==> src/rtl/spike_threshold_mc.sv <==
// spike_threshold_mc
//   Multi-neuron leaky integrate-and-fire stage. Each accepted partial sum
//   updates the membrane of one neuron: optional constant leak (floored at 0),
//   saturating add, and a strict compare against THRESHOLD. The block then
//   reports the spike bit and the post-update residue and writes the residue
//   back to that neuron's membrane.
//
// Handshake (both sides): a transfer happens on a rising edge where valid and
// ready are both high. A producer holding valid keeps its payload stable until
// that edge; ready may change freely and never depends on the same side's valid.
//
// Ports
//   clk, rst        rising-edge clock, synchronous active-high reset
//   clr             zero all membranes (acted on only while idle)
//   in_valid/ready  partial-sum handshake; in_psum, in_idx carry the payload
//   out_valid/ready result handshake; out_spike, out_idx, out_residue payload
//   busy            high whenever the FSM is not idle
module spike_threshold_mc #(
  parameter int WIDTH       = 8,
  parameter int PSUM_WIDTH  = 8,
  parameter int NUM_NEURONS = 4,
  parameter int THRESHOLD   = 64,
  parameter int RESET_MODE  = 0,
  parameter int LEAK        = 0,
  parameter int IDX_W       = (NUM_NEURONS > 1) ? $clog2(NUM_NEURONS) : 1
) (
  input  logic                  clk,
  input  logic                  rst,
  input  logic                  clr,
  input  logic                  in_valid,
  output logic                  in_ready,
  input  logic [PSUM_WIDTH-1:0] in_psum,
  input  logic [IDX_W-1:0]      in_idx,
  output logic                  out_valid,
  input  logic                  out_ready,
  output logic                  out_spike,
  output logic [IDX_W-1:0]      out_idx,
  output logic [WIDTH-1:0]      out_residue,
  output logic                  busy
);

  localparam logic [WIDTH-1:0] LEAK_W = WIDTH'(LEAK);
  localparam logic [WIDTH:0]   TH_X   = (WIDTH+1)'(THRESHOLD);
  localparam logic [IDX_W:0]   NUM_X  = (IDX_W+1)'(NUM_NEURONS);

  typedef enum logic [1:0] {
    S_IDLE = 2'd0,
    S_CALC = 2'd1,
    S_OUT  = 2'd2
  } state_t;

  state_t                  state_q;
  logic [WIDTH-1:0]        mem_q [NUM_NEURONS];
  logic [PSUM_WIDTH-1:0]   psum_q;
  logic [IDX_W-1:0]        idx_q;
  logic                    out_valid_q;
  logic                    out_spike_q;
  logic [IDX_W-1:0]        out_idx_q;
  logic [WIDTH-1:0]        out_residue_q;

  // Datapath for the CALC cycle, evaluated from the registered request.
  logic                    in_range;
  logic [WIDTH-1:0]        m;
  logic [WIDTH-1:0]        m_leak;
  logic [WIDTH:0]          sum_x;
  logic [WIDTH-1:0]        sum_sat;
  logic                    spike_d;
  logic [WIDTH-1:0]        residue_d;

  always_comb begin
    in_range  = ({1'b0, idx_q} < NUM_X);
    m         = '0;
    if (in_range) m = mem_q[idx_q];
    m_leak    = (m > LEAK_W) ? (m - LEAK_W) : '0;
    // One extra bit catches the carry so the sum can saturate instead of wrap.
    sum_x     = {1'b0, m_leak} + (WIDTH+1)'(psum_q);
    sum_sat   = sum_x[WIDTH] ? '1 : sum_x[WIDTH-1:0];
    spike_d   = 1'b0;
    residue_d = '0;
    // Out-of-range neurons report no spike and a zero residue.
    if (in_range) begin
      if ({1'b0, sum_sat} > TH_X) begin
        spike_d   = 1'b1;
        residue_d = (RESET_MODE != 0) ? '0 : (sum_sat - TH_X[WIDTH-1:0]);
      end else begin
        residue_d = sum_sat;
      end
    end
  end

  always_ff @(posedge clk) begin
    if (rst) begin
      state_q       <= S_IDLE;
      for (int i = 0; i < NUM_NEURONS; i++) mem_q[i] <= '0;
      psum_q        <= '0;
      idx_q         <= '0;
      out_valid_q   <= 1'b0;
      out_spike_q   <= 1'b0;
      out_idx_q     <= '0;
      out_residue_q <= '0;
    end else begin
      case (state_q)
        S_IDLE: begin
          if (clr) begin
            for (int i = 0; i < NUM_NEURONS; i++) mem_q[i] <= '0;
          end else if (in_valid) begin
            psum_q  <= in_psum;
            idx_q   <= in_idx;
            state_q <= S_CALC;
          end
        end
        S_CALC: begin
          if (in_range) mem_q[idx_q] <= residue_d;
          out_spike_q   <= spike_d;
          out_idx_q     <= idx_q;
          out_residue_q <= residue_d;
          out_valid_q   <= 1'b1;
          state_q       <= S_OUT;
        end
        S_OUT: begin
          if (out_ready) begin
            out_valid_q <= 1'b0;
            state_q     <= S_IDLE;
          end
        end
        default: state_q <= S_IDLE;
      endcase
    end
  end

  assign in_ready    = (state_q == S_IDLE) && !clr;
  assign busy        = (state_q != S_IDLE);
  assign out_valid   = out_valid_q;
  assign out_spike   = out_spike_q;
  assign out_idx     = out_idx_q;
  assign out_residue = out_residue_q;

endmodule

==> config.mk <==
export PLATFORM = sky130hd
export DESIGN_NAME = spike_threshold_mc
export DESIGN_NICKNAME = d
export VERILOG_FILES = /design/src/rtl/spike_threshold_mc.sv
export SDC_FILE = /design/constraint.sdc
export NUM_CORES = 1
export LEC_CHECK = 0
export ABC_AREA = 1
export BUFFER_PORTS_ARGS = -buffer_cell sky130_fd_sc_hd__clkbuf_2
export CAP_MARGIN = 40
export CORE_ASPECT_RATIO = 1.1
export CORE_UTILIZATION = 48
export DETAILED_ROUTE_END_ITERATION = 10
export MAX_ROUTING_LAYER = met4
export PLACE_DENSITY_LB_ADDON = 0.25
export SKIP_LAST_GASP = 1
export SYNTH_ARGS = -nofsm -noshare
export SYNTH_HDL_FRONTEND = slang
export SYNTH_SLANG_ARGS = --single-unit
==> constraint.sdc <==
create_clock -name clk -period 7.43 [get_ports clk]
set_clock_uncertainty 0.1 [all_clocks]
set_input_delay 0.743 -clock clk [delete_from_list [all_inputs] [get_ports clk]]
set_output_delay 0.743 -clock clk [all_outputs]
set_load 0.05 [all_outputs]
==> results of run 1 <==
power groups by stage:
stage	clock, uW	combinational [uW]	sequential, uW
floorplan	0	117	383
global placement	0	166	377
detailed placement	0	168	376
CTS	317	169	369
global route	330	186	371
finish	312	169	370
logic make-up after synthesis:
logic type	count (synthesis)	synth area share [%]
adders and majority gates	9	4.09
DFF	58	50.5
buffers and inverters	72	9.25
and+or+nand+nor	153	24.1
xor gates and xnor gates	2	0.597
AOI/OAI and AO/OA	60	11.4
cell usage in the layout (no fill, tap or decap), drive strengths merged:
cell / netlist / layout
nand2: 67 / 67
nor2: 67 / 67
inv: 62 / 62
clkbuf: 9 / 39
edfxtp: 32 / 32
o21ai: 31 / 31
dfxtp: 26 / 26
a21oi: 16 / 16
nand3: 11 / 11
ha: 8 / 8
o22ai: 7 / 7
clkinv: 1 / 4
nor3: 3 / 3
nand4: 2 / 2
xnor2: 2 / 2
nand3b: 2 / 2
o211ai: 2 / 2
a211oi: 2 / 2
bufinv: 0 / 2
a32oi: 1 / 1
a31oi: 1 / 1
and2: 1 / 1
fa: 1 / 1
buf: 0 / 1
routing by layer:
metal  global-route usage, %  share of wire, %
met5                       -                 0
met4                    12.1               3.5
met3                    5.57               6.0
met2                    33.5                44
met1                    29.6                46
synthesized netlist by cell type (all sizes together):
library cell,n,area share (%)
nand2,67,9.4
nor2,67,9.2
inv,62,7.9
edfxtp,32,33
o21ai,31,5.3
dfxtp,26,18
a21oi,16,3.1
nand3,11,2.6
clkbuf,9,1.2
ha,8,3.4
o22ai,7,1.5
nor3,3,1.7
a211oi,2,0.51
nand3b,2,0.51
nand4,2,0.43
o211ai,2,0.51
xnor2,2,0.60
a31oi,1,0.21
a32oi,1,0.30
and2,1,0.30
clkinv,1,0.17
fa,1,0.68
how the worst max path moves through the flow:
stage                                end  slack, ns  cells past startpoint
5_1_grt        mem_q[3][6]$_SDFFCE_PN0P_       3.95                     15
2_1_floorplan  mem_q[2][6]$_SDFFCE_PN0P_       4.63                     17
6_report       mem_q[0][6]$_SDFFCE_PN0P_       4.24                     16
4_1_cts        mem_q[0][6]$_SDFFCE_PN0P_       4.25                     16
3_3_place_gp   mem_q[3][6]$_SDFFCE_PN0P_       4.39                     16
3_5_place_dp   mem_q[0][6]$_SDFFCE_PN0P_       4.26                     16
final cells by class:
| type | count | area, um2 |
|---|---|---|
| clock inverter | 5 | 78.8 |
| inverter | 63 | 238 |
| clock buffer | 11 | 131 |
| multi-input combinational | 224 | 1180 |
| sequential | 58 | 1480 |
| tap | 77 | 96.3 |
| fill | 537 | 2490 |
| timing repair buffer | 29 | 148 |
sequential cells by signal (all words and copies together), names as in the netlist, named ones only:
signal	count
mem_q	32
out_residue	8
psum_q	8
idx_q	2
out_idx	2
state_q	2
out_spike	1
out_valid	1
critical path: cells and delay by family, from the launching register on:
kind / cells / cell delay (ns)
buf+inv: 3 / 0.48
simple gates: 8 / 0.70
fa+ha+maj: 2 / 0.41
flops: 1 / 0.63
compound gates: 3 / 0.62
through the flow:
step	worst slack, ns	hold slack [ns]	total power [uW]	std cells	utilization [%]
detailed placement	4.26	0.368	544	451	53.8
finish	4.24	0.378	851	467	57.4
global placement	4.39	0.361	543	451	53.8
global route	3.95	0.418	888	467	57.4
CTS	4.25	0.383	856	467	57.4
floorplan	4.63	0.362	500	354	-
==> flow_metrics.py, run 1 <==
metrics = {
    "detailed_routing": {
        "drt-pass1-iter-count": 6,
        "drc": 0,
        "avgViaCountPerCell": 5.01,
        "wl_per_cell_um": 13.9,
        "drtAntennaViolNets": 0,
        "drt-total-wl_um": 6510,
        "drt_iter0_markers": 143,
        "dr_total_vias": 2339,
    },
    "setup_path": {
        "rr_worst_depth": 16,
        "slowest_stage": "dfxtp_1",
        "slowest_delay_ns": 0.63,
        "crit_path_start_kind": "register",
        "ff2ff_setup_slack_ns": 4.24,
        "critical_path_class": "reg2reg",
        "reg2reg_to": "mem_q[0][6]$_SDFFCE_PN0P_",
        "path_cells": "inv_1 > o21ai_0 > o22ai_1 > ha_1 > inv_1 > fa_1 > inv_1 > nand2_4 > nand2_4 > a21oi_4 > nand2_2 > nor2_2 > nor2_2 > nand3_2 > and2_4 > nor2_2",
        "crit_fanout": 17,
        "crit_required_ns": 7.42,
        "worstSetupEndpointType": "register",
        "critPathArrivalTime_ns": 3.18,
    },
    "clock_tree": {
        "ctsResizeCount": 0,
        "clockBufferDepth": 2,
        "cts_buffers": 9,
        "cts_htree_levels": 3,
        "clk_pin_slew_ns": 0.06,
        "cts_tree": "done",
        "cts_hold_buffers": 0,
        "post_cts_buffers": 0,
        "clk_latency_ns": 0.34,
        "cts-root-buf": "clkbuf_8",
        "cts_sinks": 58,
    },
    "logic_synthesis": {
        "ys_ff_latch": 58,
        "synth.distinct_cells": 29,
        "synthCells": 354,
        "syn_avg_cell_area_um2": 8.29,
        "synth_nets": 378,
        "yosys_warnings": 0,
        "netlist_area_um2": 2930,
        "yosysSeqAreaShare_pct": 50.5,
    },
    "global_routing": {
        "grt_start_max_net_pins": 21,
        "grt_overflow_total": 0,
        "grt_pass1_wl_um": 10600,
        "first_global_vias": 2160,
        "antenna_found_initial": 0,
        "grt_use_total_pct": 23.0,
    },
    "timing": {
        "drv_slew": 0,
        "fin_setup_tns_ns": 0,
        "tightest_slew_ns": 0.757,
        "report.final.setup_viol": 0,
        "fin_crit_ns": 3.19,
        "slew_headroom_pct": 49.4,
        "rsz0062_at_grt": "false",
        "hold_violations": 0,
        "min_period_over_period_pct": 43.0,
        "fmax_ghz": 0.313,
    },
    "worst_hold_path": {
        "hp-class": "reg2reg",
        "hold_depth": 2,
        "min-delay-start": "out_idx[1]$_SDFFE_PP0P_",
        "hold_path_end": "out_idx[1]$_SDFFE_PP0P_",
    },
    "placement": {
        "post-dp-hpwl_um": 4940,
        "dpl_cell_area_um2": 3140,
        "place.gp.congestion": 0.962,
        "port_buffers": 28,
    },
    "outcome": {
        "outcome": "finished clean",
    },
    "power_and_ir_drop": {
        "comb_power_share_pct": 19.9,
        "p_clk_share_pct": 36.7,
        "p_leak_uw": 0.00164,
        "switching_share_pct": 29.8,
        "vdd_drop_max_uv": 159,
        "p_int_uw": 597,
        "seqPwrFrac_pct": 43.4,
        "power.density_nw_per_um2": 254,
        "p_switching_uw": 254,
    },
    "die": {
        "die_h_um": 84,
        "start_util_pct": 50.2,
        "std_cell_rows": 29,
        "fp.dieW_um": 76.5,
        "fp.dieArea_um2": 6430,
        "ios": 29,
        "core_um2": 5840,
    },
    "layout": {
        "final_cell_area_um2": 3350,
        "areaGrowthSynthToFinish_pct": 14.3,
        "drive_gt1_share_pct": 17.2,
        "nNetsFinal": 409,
        "n_antenna_cell": 0,
    },
    "job": {
        "cap_violations": 0,
    },
}
Power figures use the tool's default switching activity.
==> run 2, diff against run 1 <==
==> constraint.sdc (replaced) <==
create_clock -name clk -period 3.1 [get_ports clk]
set_clock_uncertainty 0.1 [all_clocks]
set_input_delay 0.31 -clock clk [delete_from_list [all_inputs] [get_ports clk]]
set_output_delay 0.31 -clock clk [all_outputs]
set_load 0.05 [all_outputs]
==> flow_metrics.py, run 2 (synthesized netlist as in run 1, its figures left out) <==
metrics = {
    "layout": {
        "drive_gt1_share_pct": 18.7,
        "nNetsFinal": 415,
        "final_common_cell": "nand2_1",
        "regMostFlops": "mem_q",
        "areaGrowthSynthToFinish_pct": 15.1,
        "final_cells": 473,
        "final_cell_mix": "nand2_1, nor2_1, inv_1, edfxtp_1, o21ai_0",
        "largest_reg_flops": 32,
        "n_antenna_cell": 0,
    },
    "timing": {
        "hold_violations": 0,
        "drv_slew": 0,
        "tightest_slew_ns": 0.458,
        "fin_crit_ns": 2.88,
        "min_period_over_period_pct": 93.0,
        "fin_setup_tns_ns": 0,
        "slew_headroom_pct": 69.4,
        "fmax_ghz": 0.347,
        "rsz0062_at_grt": "false",
        "report.final.setup_viol": 0,
    },
    "power_and_ir_drop": {
        "vdd_drop_max_uv": 510,
        "seqPwrFrac_pct": 44.8,
        "power.density_nw_per_um2": 583,
        "comb_power_share_pct": 21.3,
        "p_switching_uw": 617,
        "switching_share_pct": 31.3,
        "p_int_uw": 1350,
        "p_leak_uw": 0.00166,
        "p_clk_share_pct": 33.9,
    },
    "clock_tree": {
        "clk_pin_slew_ns": 0.07,
        "clockBufferDepth": 2,
        "cts_tree": "done",
        "cts_buffers": 9,
        "cts_sinks": 58,
        "cts_htree_levels": 3,
        "clk_latency_ns": 0.34,
        "cts_hold_buffers": 0,
        "cts-root-buf": "clkbuf_8",
    },
    "die": {
        "std_cell_rows": 29,
        "die_h_um": 84,
        "fp.dieW_um": 76.5,
        "start_util_pct": 50.2,
        "core_um2": 5840,
        "fp.dieArea_um2": 6430,
        "ios": 29,
    },
    "setup_path": {
        "worstSetupEndpointType": "register",
        "worst_path_most_repeated_cell": "nor2_2",
        "crit_required_ns": 3.09,
        "slowest_stage": "dfxtp_1",
        "critPathArrivalTime_ns": 2.87,
        "crit_fanout": 15,
        "path_buf_inv": 3,
        "path_cells": "clkinvlp_4 > o21ai_0 > o22ai_1 > ha_1 > inv_1 > fa_1 > inv_1 > nand2_4 > nand2_4 > a21oi_4 > nand2_2 > nor2_2 > nor2_2 > nand3_2 > and2_4 > nor2_2",
        "slowest_delay_ns": 0.37,
        "crit_path_start_kind": "register",
        "critical_path_class": "reg2reg",
        "cpLargestDelayFamily": "simple AND/OR/NAND/NOR gates",
    },
    "detailed_routing": {
        "avgViaCountPerCell": 4.95,
        "drt_iter0_markers": 221,
        "routed-wl-met3_um": 403,
        "wl_per_cell_um": 13.9,
        "dr_total_vias": 2343,
        "met2_length_um": 3130,
        "drt-total-wl_um": 6570,
        "topRoutingLayerUsed": "met4",
        "drtAntennaViolNets": 0,
        "met1Wirelength_um": 2970,
        "drc": 0,
        "drt-pass1-iter-count": 4,
    },
    "global_routing": {
        "grt_overflow_total": 0,
        "antenna_found_initial": 0,
        "first_global_vias": 2219,
        "grt_pass1_wl_um": 10800,
        "grt_start_max_net_pins": 20,
        "grt_use_total_pct": 23.0,
    },
    "worst_hold_path": {
        "hp-class": "in2reg",
    },
    "placement": {
        "post-dp-hpwl_um": 4960,
        "place.gp.congestion": 0.939,
        "port_buffers": 28,
        "place_inst": 454,
    },
    "job": {
        "cap_violations": 0,
    },
    "outcome": {
        "outcome": "finished clean",
    },
}
run 2: cell types whose count changed in the layout (fill, tap and decap cells not counted), sizes merged:
cell / previous run / this run
buf: 1 / 7
bufinv: 2 / 1
clkinv: 4 / 5
clkbuf: 39 / 38
clkinvlp: 0 / 1
run 2: power by group through the flow:
| stage | Clock [uW] | Sequential, uW | Combinational (uW) |
|---|---|---|---|
| 6_report | 667 | 882 | 419 |
| 4_1_cts | 678 | 881 | 416 |
| 3_3_place_gp | 0 | 898 | 412 |
| 2_1_floorplan | 0 | 918 | 281 |
| 3_5_place_dp | 0 | 898 | 413 |
| 5_1_grt | 708 | 886 | 467 |
run 2: repair_timing:
action / CTS / global route
buffers inserted: 0 / 3
resized for setup: 0 / 3
endpoints found under the setup margin: 0 / 4
run 2: worst reg2reg max path: cells and delay by family (launching register included):
kind | cells | cell delay, ns
and+or+nand+nor | 8 | 0.69
AOI/OAI and AO/OA | 3 | 0.64
adders and majority gates | 2 | 0.43
buffers and inverters | 3 | 0.41
DFF | 1 | 0.37
run 2: cell type report:
| cell class | instances | area (um2) |
|---|---|---|
| inverter | 63 | 241 |
| clock inverter | 6 | 56.3 |
| timing repair buffer | 35 | 193 |
| multi-input combinational | 224 | 1180 |
| sequential | 58 | 1480 |
| clock buffer | 10 | 128 |
| fill | 516 | 2460 |
| tap | 77 | 96.3 |
run 2: per-stage QoR:
step | utilization (%) | total power [uW] | worst slack [ns] | hold slack, ns | area (um2)
3_5_place_dp | 54.2 | 1310 | 0.223 | 0.365 | 3170
4_1_cts | 57.4 | 1980 | 0.196 | 0.0646 | 3350
2_1_floorplan | - | 1200 | 0.302 | 0.310 | 2930
3_3_place_gp | 54.2 | 1310 | 0.290 | 0.367 | 3170
6_report | 57.8 | 1970 | 0.217 | 0.0762 | 3380
5_1_grt | 57.8 | 2060 | 0.0258 | 0.0761 | 3380
run 2: metal layers:
layer	GRT usage (%)	vias to the layer above
li1	-	1213
met1	29.6	1063
met2	36.0	61
met3	3.93	6
met4	9.44	0
met5	-	-
run 2: final timing paths:
kind / from / end / slack, ns / cells past startpoint
max: register / mem_q[1][6]$_SDFFCE_PN0P_ / 0.22 / 16
min: out_ready / out_valid$_SDFFE_PP0P_ / 0.08 / 2
max reg2reg: register / mem_q[1][6]$_SDFFCE_PN0P_ / 0.22 / 16
min reg2reg: out_idx[1]$_SDFFE_PP0P_ / out_idx[1]$_SDFFE_PP0P_ / 0.38 / 2
